$ cat src/rtl/alu_arbiter.sv
// ---------------------------------------------------------------------------
// alu_arbiter
//   Two-requester arbiter in front of a small 4-bit ALU. One operation is in
//   flight at a time and runs IDLE -> EXEC -> DONE. The winner's operands are
//   captured on the grant edge, so the requester may change them or drop its
//   request afterwards without affecting the operation.
//
// Parameters
//   RR_EN      1: round-robin on ties, 0: requester 0 has fixed priority
//
// Ports
//   clk        clock, rising edge
//   rst_n      asynchronous active-low reset
//   req0/req1  operation request per requester (held until grant)
//   a0,b0,op0  requester 0 operands / op (00 add, 01 sub, 10 and, 11 or)
//   a1,b1,op1  requester 1 operands / op
//   gnt0/gnt1  one-cycle grant pulse (EXEC cycle)
//   done0/1    one-cycle completion pulse (DONE cycle)
//   result     registered ALU result, held until the next completion
//   carry_out  registered carry (add only, else 0)
//   busy       high while not IDLE
// ---------------------------------------------------------------------------
module alu_arbiter #(
  parameter bit RR_EN = 1'b1
) (
  input  logic       clk,
  input  logic       rst_n,
  input  logic       req0,
  input  logic [3:0] a0,
  input  logic [3:0] b0,
  input  logic [1:0] op0,
  input  logic       req1,
  input  logic [3:0] a1,
  input  logic [3:0] b1,
  input  logic [1:0] op1,
  output logic       gnt0,
  output logic       gnt1,
  output logic       done0,
  output logic       done1,
  output logic [3:0] result,
  output logic       carry_out,
  output logic       busy
);

  typedef enum logic [1:0] {
    S_IDLE = 2'b00,
    S_EXEC = 2'b01,
    S_DONE = 2'b10
  } state_t;

  state_t     state_q;
  logic       owner_q;     // 1: requester 1 owns the in-flight operation
  logic       last_q;      // last granted requester (1: requester 1)
  logic [3:0] a_q;
  logic [3:0] b_q;
  logic [1:0] op_q;
  logic [3:0] result_q;
  logic       carry_q;
  logic       gnt0_q;
  logic       gnt1_q;
  logic       done0_q;
  logic       done1_q;
  logic       busy_q;

  logic       winner_d;    // 1: requester 1 wins this edge
  logic [3:0] a_d;
  logic [3:0] b_d;
  logic [1:0] op_d;
  logic [4:0] alu_d;

  // 4-bit ALU; bit 4 of the return value is the carry (add only).
  function automatic logic [4:0] alu_calc(input logic [3:0] a,
                                          input logic [3:0] b,
                                          input logic [1:0] op);
    logic [4:0] r;
    case (op)
      2'b00:   r = {1'b0, a} + {1'b0, b};
      2'b01:   r = {1'b0, a - b};
      2'b10:   r = {1'b0, a & b};
      2'b11:   r = {1'b0, a | b};
      default: r = 5'h00;
    endcase
    return r;
  endfunction

  // Winner selection and operand mux for the grant edge.
  always_comb begin
    winner_d = 1'b0;
    if (req0 && req1) begin
      // Tie: round-robin favours whoever did not win last time.
      if (RR_EN) begin
        winner_d = ~last_q;
      end else begin
        winner_d = 1'b0;
      end
    end else if (req1) begin
      winner_d = 1'b1;
    end else begin
      winner_d = 1'b0;
    end

    if (winner_d) begin
      a_d  = a1;
      b_d  = b1;
      op_d = op1;
    end else begin
      a_d  = a0;
      b_d  = b0;
      op_d = op0;
    end

    alu_d = alu_calc(a_q, b_q, op_q);
  end

  // Arbiter FSM with all outputs registered.
  always_ff @(posedge clk or negedge rst_n) begin
    if (!rst_n) begin
      state_q  <= S_IDLE;
      owner_q  <= 1'b0;
      last_q   <= 1'b1;
      a_q      <= 4'h0;
      b_q      <= 4'h0;
      op_q     <= 2'b00;
      result_q <= 4'h0;
      carry_q  <= 1'b0;
      gnt0_q   <= 1'b0;
      gnt1_q   <= 1'b0;
      done0_q  <= 1'b0;
      done1_q  <= 1'b0;
      busy_q   <= 1'b0;
    end else begin
      case (state_q)
        S_IDLE: begin
          done0_q <= 1'b0;
          done1_q <= 1'b0;
          if (req0 || req1) begin
            state_q <= S_EXEC;
            owner_q <= winner_d;
            last_q  <= winner_d;
            a_q     <= a_d;
            b_q     <= b_d;
            op_q    <= op_d;
            gnt0_q  <= ~winner_d;
            gnt1_q  <= winner_d;
            busy_q  <= 1'b1;
          end else begin
            state_q <= S_IDLE;
            gnt0_q  <= 1'b0;
            gnt1_q  <= 1'b0;
            busy_q  <= 1'b0;
          end
        end
        S_EXEC: begin
          state_q  <= S_DONE;
          result_q <= alu_d[3:0];
          carry_q  <= alu_d[4];
          gnt0_q   <= 1'b0;
          gnt1_q   <= 1'b0;
          done0_q  <= ~owner_q;
          done1_q  <= owner_q;
          busy_q   <= 1'b1;
        end
        S_DONE: begin
          state_q <= S_IDLE;
          done0_q <= 1'b0;
          done1_q <= 1'b0;
          busy_q  <= 1'b0;
        end
        default: begin
          state_q <= S_IDLE;
          gnt0_q  <= 1'b0;
          gnt1_q  <= 1'b0;
          done0_q <= 1'b0;
          done1_q <= 1'b0;
          busy_q  <= 1'b0;
        end
      endcase
    end
  end

  assign gnt0      = gnt0_q;
  assign gnt1      = gnt1_q;
  assign done0     = done0_q;
  assign done1     = done1_q;
  assign result    = result_q;
  assign carry_out = carry_q;
  assign busy      = busy_q;

endmodule

$ cat config.mk
export PLATFORM = sky130hd
export DESIGN_NAME = alu_arbiter
export DESIGN_NICKNAME = d
export VERILOG_FILES = /design/src/rtl/alu_arbiter.sv
export SDC_FILE = /design/constraint.sdc
export NUM_CORES = 1
export LEC_CHECK = 0
export ABC_AREA = 1
export CORE_MARGIN = 3
export CORE_UTILIZATION = 40
export DETAILED_ROUTE_END_ITERATION = 8
export GPL_TIMING_DRIVEN = 0
export HOLD_SLACK_MARGIN = 0.02
export PLACE_DENSITY = 0.64
export SYNTH_ARGS = -nofsm -noshare
export SYNTH_HDL_FRONTEND = slang
export SYNTH_SLANG_ARGS = --single-unit
$ cat constraint.sdc
create_clock -name clk -period 2.1 [get_ports clk]
set_clock_uncertainty 0.2 [all_clocks]
set_input_delay 0.42 -clock clk [delete_from_list [all_inputs] [get_ports clk]]
set_output_delay 0.42 -clock clk [all_outputs]
set_load 0.01 [all_outputs]
==> metrics.log <==
INFO  metric met2_length = 1.56 mm
INFO  metric dpl.cell_count = 236
INFO  metric routed_via_density = 4.88
INFO  metric number_of_antenna_violations_at_the_first_check_in_global_routing = 0
INFO  metric drcViolationCount = 0
INFO  metric grt_setup_unrepaired = false
INFO  metric syn2layout_area_growth = 30.3%
INFO  metric setup.worst_path.end_class = primary output
INFO  metric final_layout_size_suffix_gt1_share = 17.5%
INFO  metric clockBufferDepth = 2
INFO  metric detailedPlacementHpwl = 2.43 mm
INFO  metric worstPathCellList = clkdlybuf4s50_1
INFO  metric path_class = flip-flop to primary output
INFO  metric final_common_cell = sky130_fd_sc_hd__clkdlybuf4s50_1
INFO  metric reg2reg_setup_slack = 0.29 ns
INFO  metric via_count = 1,171
INFO  metric static-leakage-power = 0.885 nW
INFO  metric core_region_area = 3420 sq um
INFO  metric post_cts_hold_buffer_count = 0
INFO  metric floorplan.initialDensity = 42.6%
INFO  metric max_freq = 0.535 GHz
INFO  metric critPathArrivalTime = 1.25 ns
INFO  metric finalSetupViolCount = 0
INFO  metric drt.antenna.violating_nets = 0
INFO  metric fin_setup_tns = 0 ns
INFO  metric p_switching = 0.00122 W
INFO  metric yosysWarningCount = 0
INFO  metric routabilityCongestion = 0.862
INFO  metric wirelength_met1 = 1.33 mm
INFO  metric netSwitchingFraction = 42.6%
INFO  metric maximum_ir_drop_on_the_vdd_rail = 0.000425 V
INFO  metric non_filler_cells_final = 240
INFO  metric critical_path.slowest_cell = sky130_fd_sc_hd__clkdlybuf4s50_1
INFO  metric grt_pass1_wl = 5.25 mm
INFO  metric powerDensity = 1510 nW/um^2
INFO  metric overflow = 0
INFO  metric clk_pin_slew_worst_paths = 0.14 ns
INFO  metric die_h = 66.3 um
INFO  metric layout_min_cycle_time = 1.87 ns
INFO  metric fin_total_pwr = 0.00287 W
INFO  metric clock_insertion_delay_at_the_later_pin_of_the_skew_report = 0.32 ns
INFO  metric worst_pin_slew = 1.10 ns
INFO  metric comb_power_share = 58.3%
INFO  metric final_layout_net_count = 232
INFO  metric cts.repair.resized = 0
INFO  metric unique_cell_type_count_in_the_yosys_netlist = 26
INFO  metric grt_max_degree = 25
INFO  metric dpl_worst_slack = 0.130 ns
INFO  metric critPathMaxStageDelay = 0.54 ns
INFO  metric final_max_slew_viol_count = 0
INFO  metric path_category_of_the_worst_min_delay_check = flip-flop to flip-flop
INFO  metric path_max_fanout = 2
INFO  metric postSynthCellCount = 157
INFO  metric numClockSinks = 24
INFO  metric fraction_of_power_consumed_by_sequential_logic = 29.9%
INFO  metric via_count_of_the_first_global_routing_pass = 1,186
INFO  metric first_pass_iters = 4
INFO  metric total_length_of_routed_wires = 3.06 mm
INFO  metric postSynthAreaPerCell = 9.26 sq um
INFO  metric topmost_layer_with_routed_signal_wires = met4
INFO  metric critPathTopFamily = buffers and inverters
INFO  metric worst_ep_required_time = 1.48 ns
INFO  metric die-width = 66.3 um
INFO  metric cts-htree-levels = 1
INFO  metric placement.io_buffers = 33
INFO  metric final.setup.worst_slack = 0.230 ns
INFO  metric layout_common_cells = 33 x sky130_fd_sc_hd__clkdlybuf4s50_1, 24 x sky130_fd_sc_hd__nor2_1, 23 x sky130_fd_sc_hd__nand2_1, 23 x sky130_fd_sc_hd__dfrtp_1, 19 x sky130_fd_sc_hd__inv_1
INFO  metric max_slew_margin = 26.6%
INFO  metric timing.max_cap.violations = 0
INFO  metric drt_iter0_drc = 42
INFO  metric power_report.internal_total = 0.00165 W
INFO  metric number_of_nets_in_the_synthesized_netlist = 194
INFO  metric outcome = finished clean
INFO  metric number_of_synthesized_register_bits = 24
INFO  metric count_of_buffering_cells_on_the_critical_path_with_inverters_included = 1
INFO  metric synth.yosys.seq_area_share = 41.4%
INFO  metric post-cts-setup-buffer-count = 0
INFO  metric cp-start-kind = flip-flop
INFO  metric grt_use_total = 15.4%
INFO  metric die_area = 4390 sq um
INFO  metric syn_area = 1450 sq um
INFO  metric ios = 34
INFO  metric fillers = 340
INFO  metric cts-buffers-inserted = 3
INFO  metric routed-wl-met3 = 134 um
INFO  metric final-hold-violation-count = 0
INFO  metric num_rows = 21
INFO  metric route.detailed.wl_per_inst = 12.8 um
INFO  metric clockRootBuffer = sky130_fd_sc_hd__clkbuf_4
INFO  metric tritoncts = yes
INFO  metric hold_slack = 0.235 ns
INFO  metric fin_crit_sh = 89.0%
INFO  metric power_frac_clock = 11.8%
INFO  metric antenna-diode-count = 0
cells in the mapped netlist:
cell	number	area, sq um
sky130_fd_sc_hd__o22ai_2	10	125
sky130_fd_sc_hd__xor2_1	2	17.5
sky130_fd_sc_hd__inv_2	1	3.75
sky130_fd_sc_hd__dfstp_2	1	26.3
sky130_fd_sc_hd__ha_1	11	138
sky130_fd_sc_hd__inv_1	19	71.3
sky130_fd_sc_hd__nor2_1	24	90.1
sky130_fd_sc_hd__dfrtp_1	23	576
sky130_fd_sc_hd__fa_1	2	40.0
sky130_fd_sc_hd__xnor2_1	1	8.76
sky130_fd_sc_hd__a31oi_1	1	6.26
sky130_fd_sc_hd__buf_2	1	5.00
sky130_fd_sc_hd__clkbuf_2	1	5.00
sky130_fd_sc_hd__a21oi_1	4	20.0
sky130_fd_sc_hd__nand2_1	23	86.3
sky130_fd_sc_hd__or2_0	2	12.5
sky130_fd_sc_hd__nor2_2	1	6.26
sky130_fd_sc_hd__buf_4	1	7.51
sky130_fd_sc_hd__buf_6	2	22.5
sky130_fd_sc_hd__o21ai_2	10	87.6
sky130_fd_sc_hd__inv_4	1	6.26
sky130_fd_sc_hd__o221ai_1	1	8.76
sky130_fd_sc_hd__o21ai_0	5	25.0
sky130_fd_sc_hd__nand2_4	1	11.3
sky130_fd_sc_hd__nand3_1	7	35.0
sky130_fd_sc_hd__o22ai_1	2	12.5
layer usage:
metal  vias up  GRT usage, %
met5         -             0
met4         0          4.82
met3         4          1.53
met2        38          27.6
met1       545          19.2
li1        584             -
sequential cells by signal, summed over array words and instances (netlist names):
name and cells:
gnt0 1, state_q 2, result 4, done0 1, busy 1, gnt1 1
done1 1, a_q 4, last_q 1, b_q 4, op_q 2, owner_q 1
carry_out 1
path summary, 6_finish.rpt:
check                                        endpoint  cells after the start                start
worst min-delay path                  done0$_DFF_PN0_                      1  owner_q$_DFFE_PN0N_
worst min register to register        done0$_DFF_PN0_                      1  owner_q$_DFFE_PN0N_
worst max-delay path                             gnt1                      1     gnt1$_DFFE_PN0P_
max in group asynchronous       result[2]$_DFFE_PN0P_                      1                rst_n
worst max register to register  result[1]$_DFFE_PN0P_                      8   a_q[0]$_DFFE_PN0N_
min in group asynchronous        state_q[1]$_DFF_PN0_                      1                rst_n
kinds of logic (layout without fill, tap and decap cells):
logic type | Yosys count | in the layout | synth area share (%)
AOI/OAI and AO/OA | 33 | 33 | 19.6
xor gates and xnor gates | 3 | 3 | 1.81
adders and majority gates | 13 | 13 | 12.2
buffers and inverters | 26 | 63 | 8.35
DFF | 24 | 24 | 41.4
and+or+nand+nor | 58 | 58 | 16.6
stage by stage:
stage               area (sq um)  util [%]
global placement            1840      53.9
finish                      1890      55.5
floorplan                   1450         -
global route                1890      55.5
detailed placement          1840      53.9
CTS                         1890      55.5
cell type report:
cell class              instances  area [sq um]  share of cell area [%]
multi-input cells             107           731                    38.6
flip-flops and latches         24           602                    31.8
repair buffers                 33           330                    17.4
inverters                      21          81.3                    4.29
well taps                      46          57.6                    3.04
plain buffers                   5          40.0                    2.11
clock inverters                 1          30.0                    1.59
clock buffers                   3          22.5                    1.19
power groups by stage:
| stage | combinational (W) | clock (W) | sequential (W) |
|---|---|---|---|
| floorplan | 0.00116 | 0 | 0.000880 |
| global placement | 0.00164 | 0 | 0.000855 |
| detailed placement | 0.00168 | 0 | 0.000873 |
| CTS | 0.00169 | 0.000343 | 0.000861 |
| global route | 0.00188 | 0.000361 | 0.000888 |
| finish | 0.00167 | 0.000340 | 0.000857 |
Power figures use the tool's default switching activity.
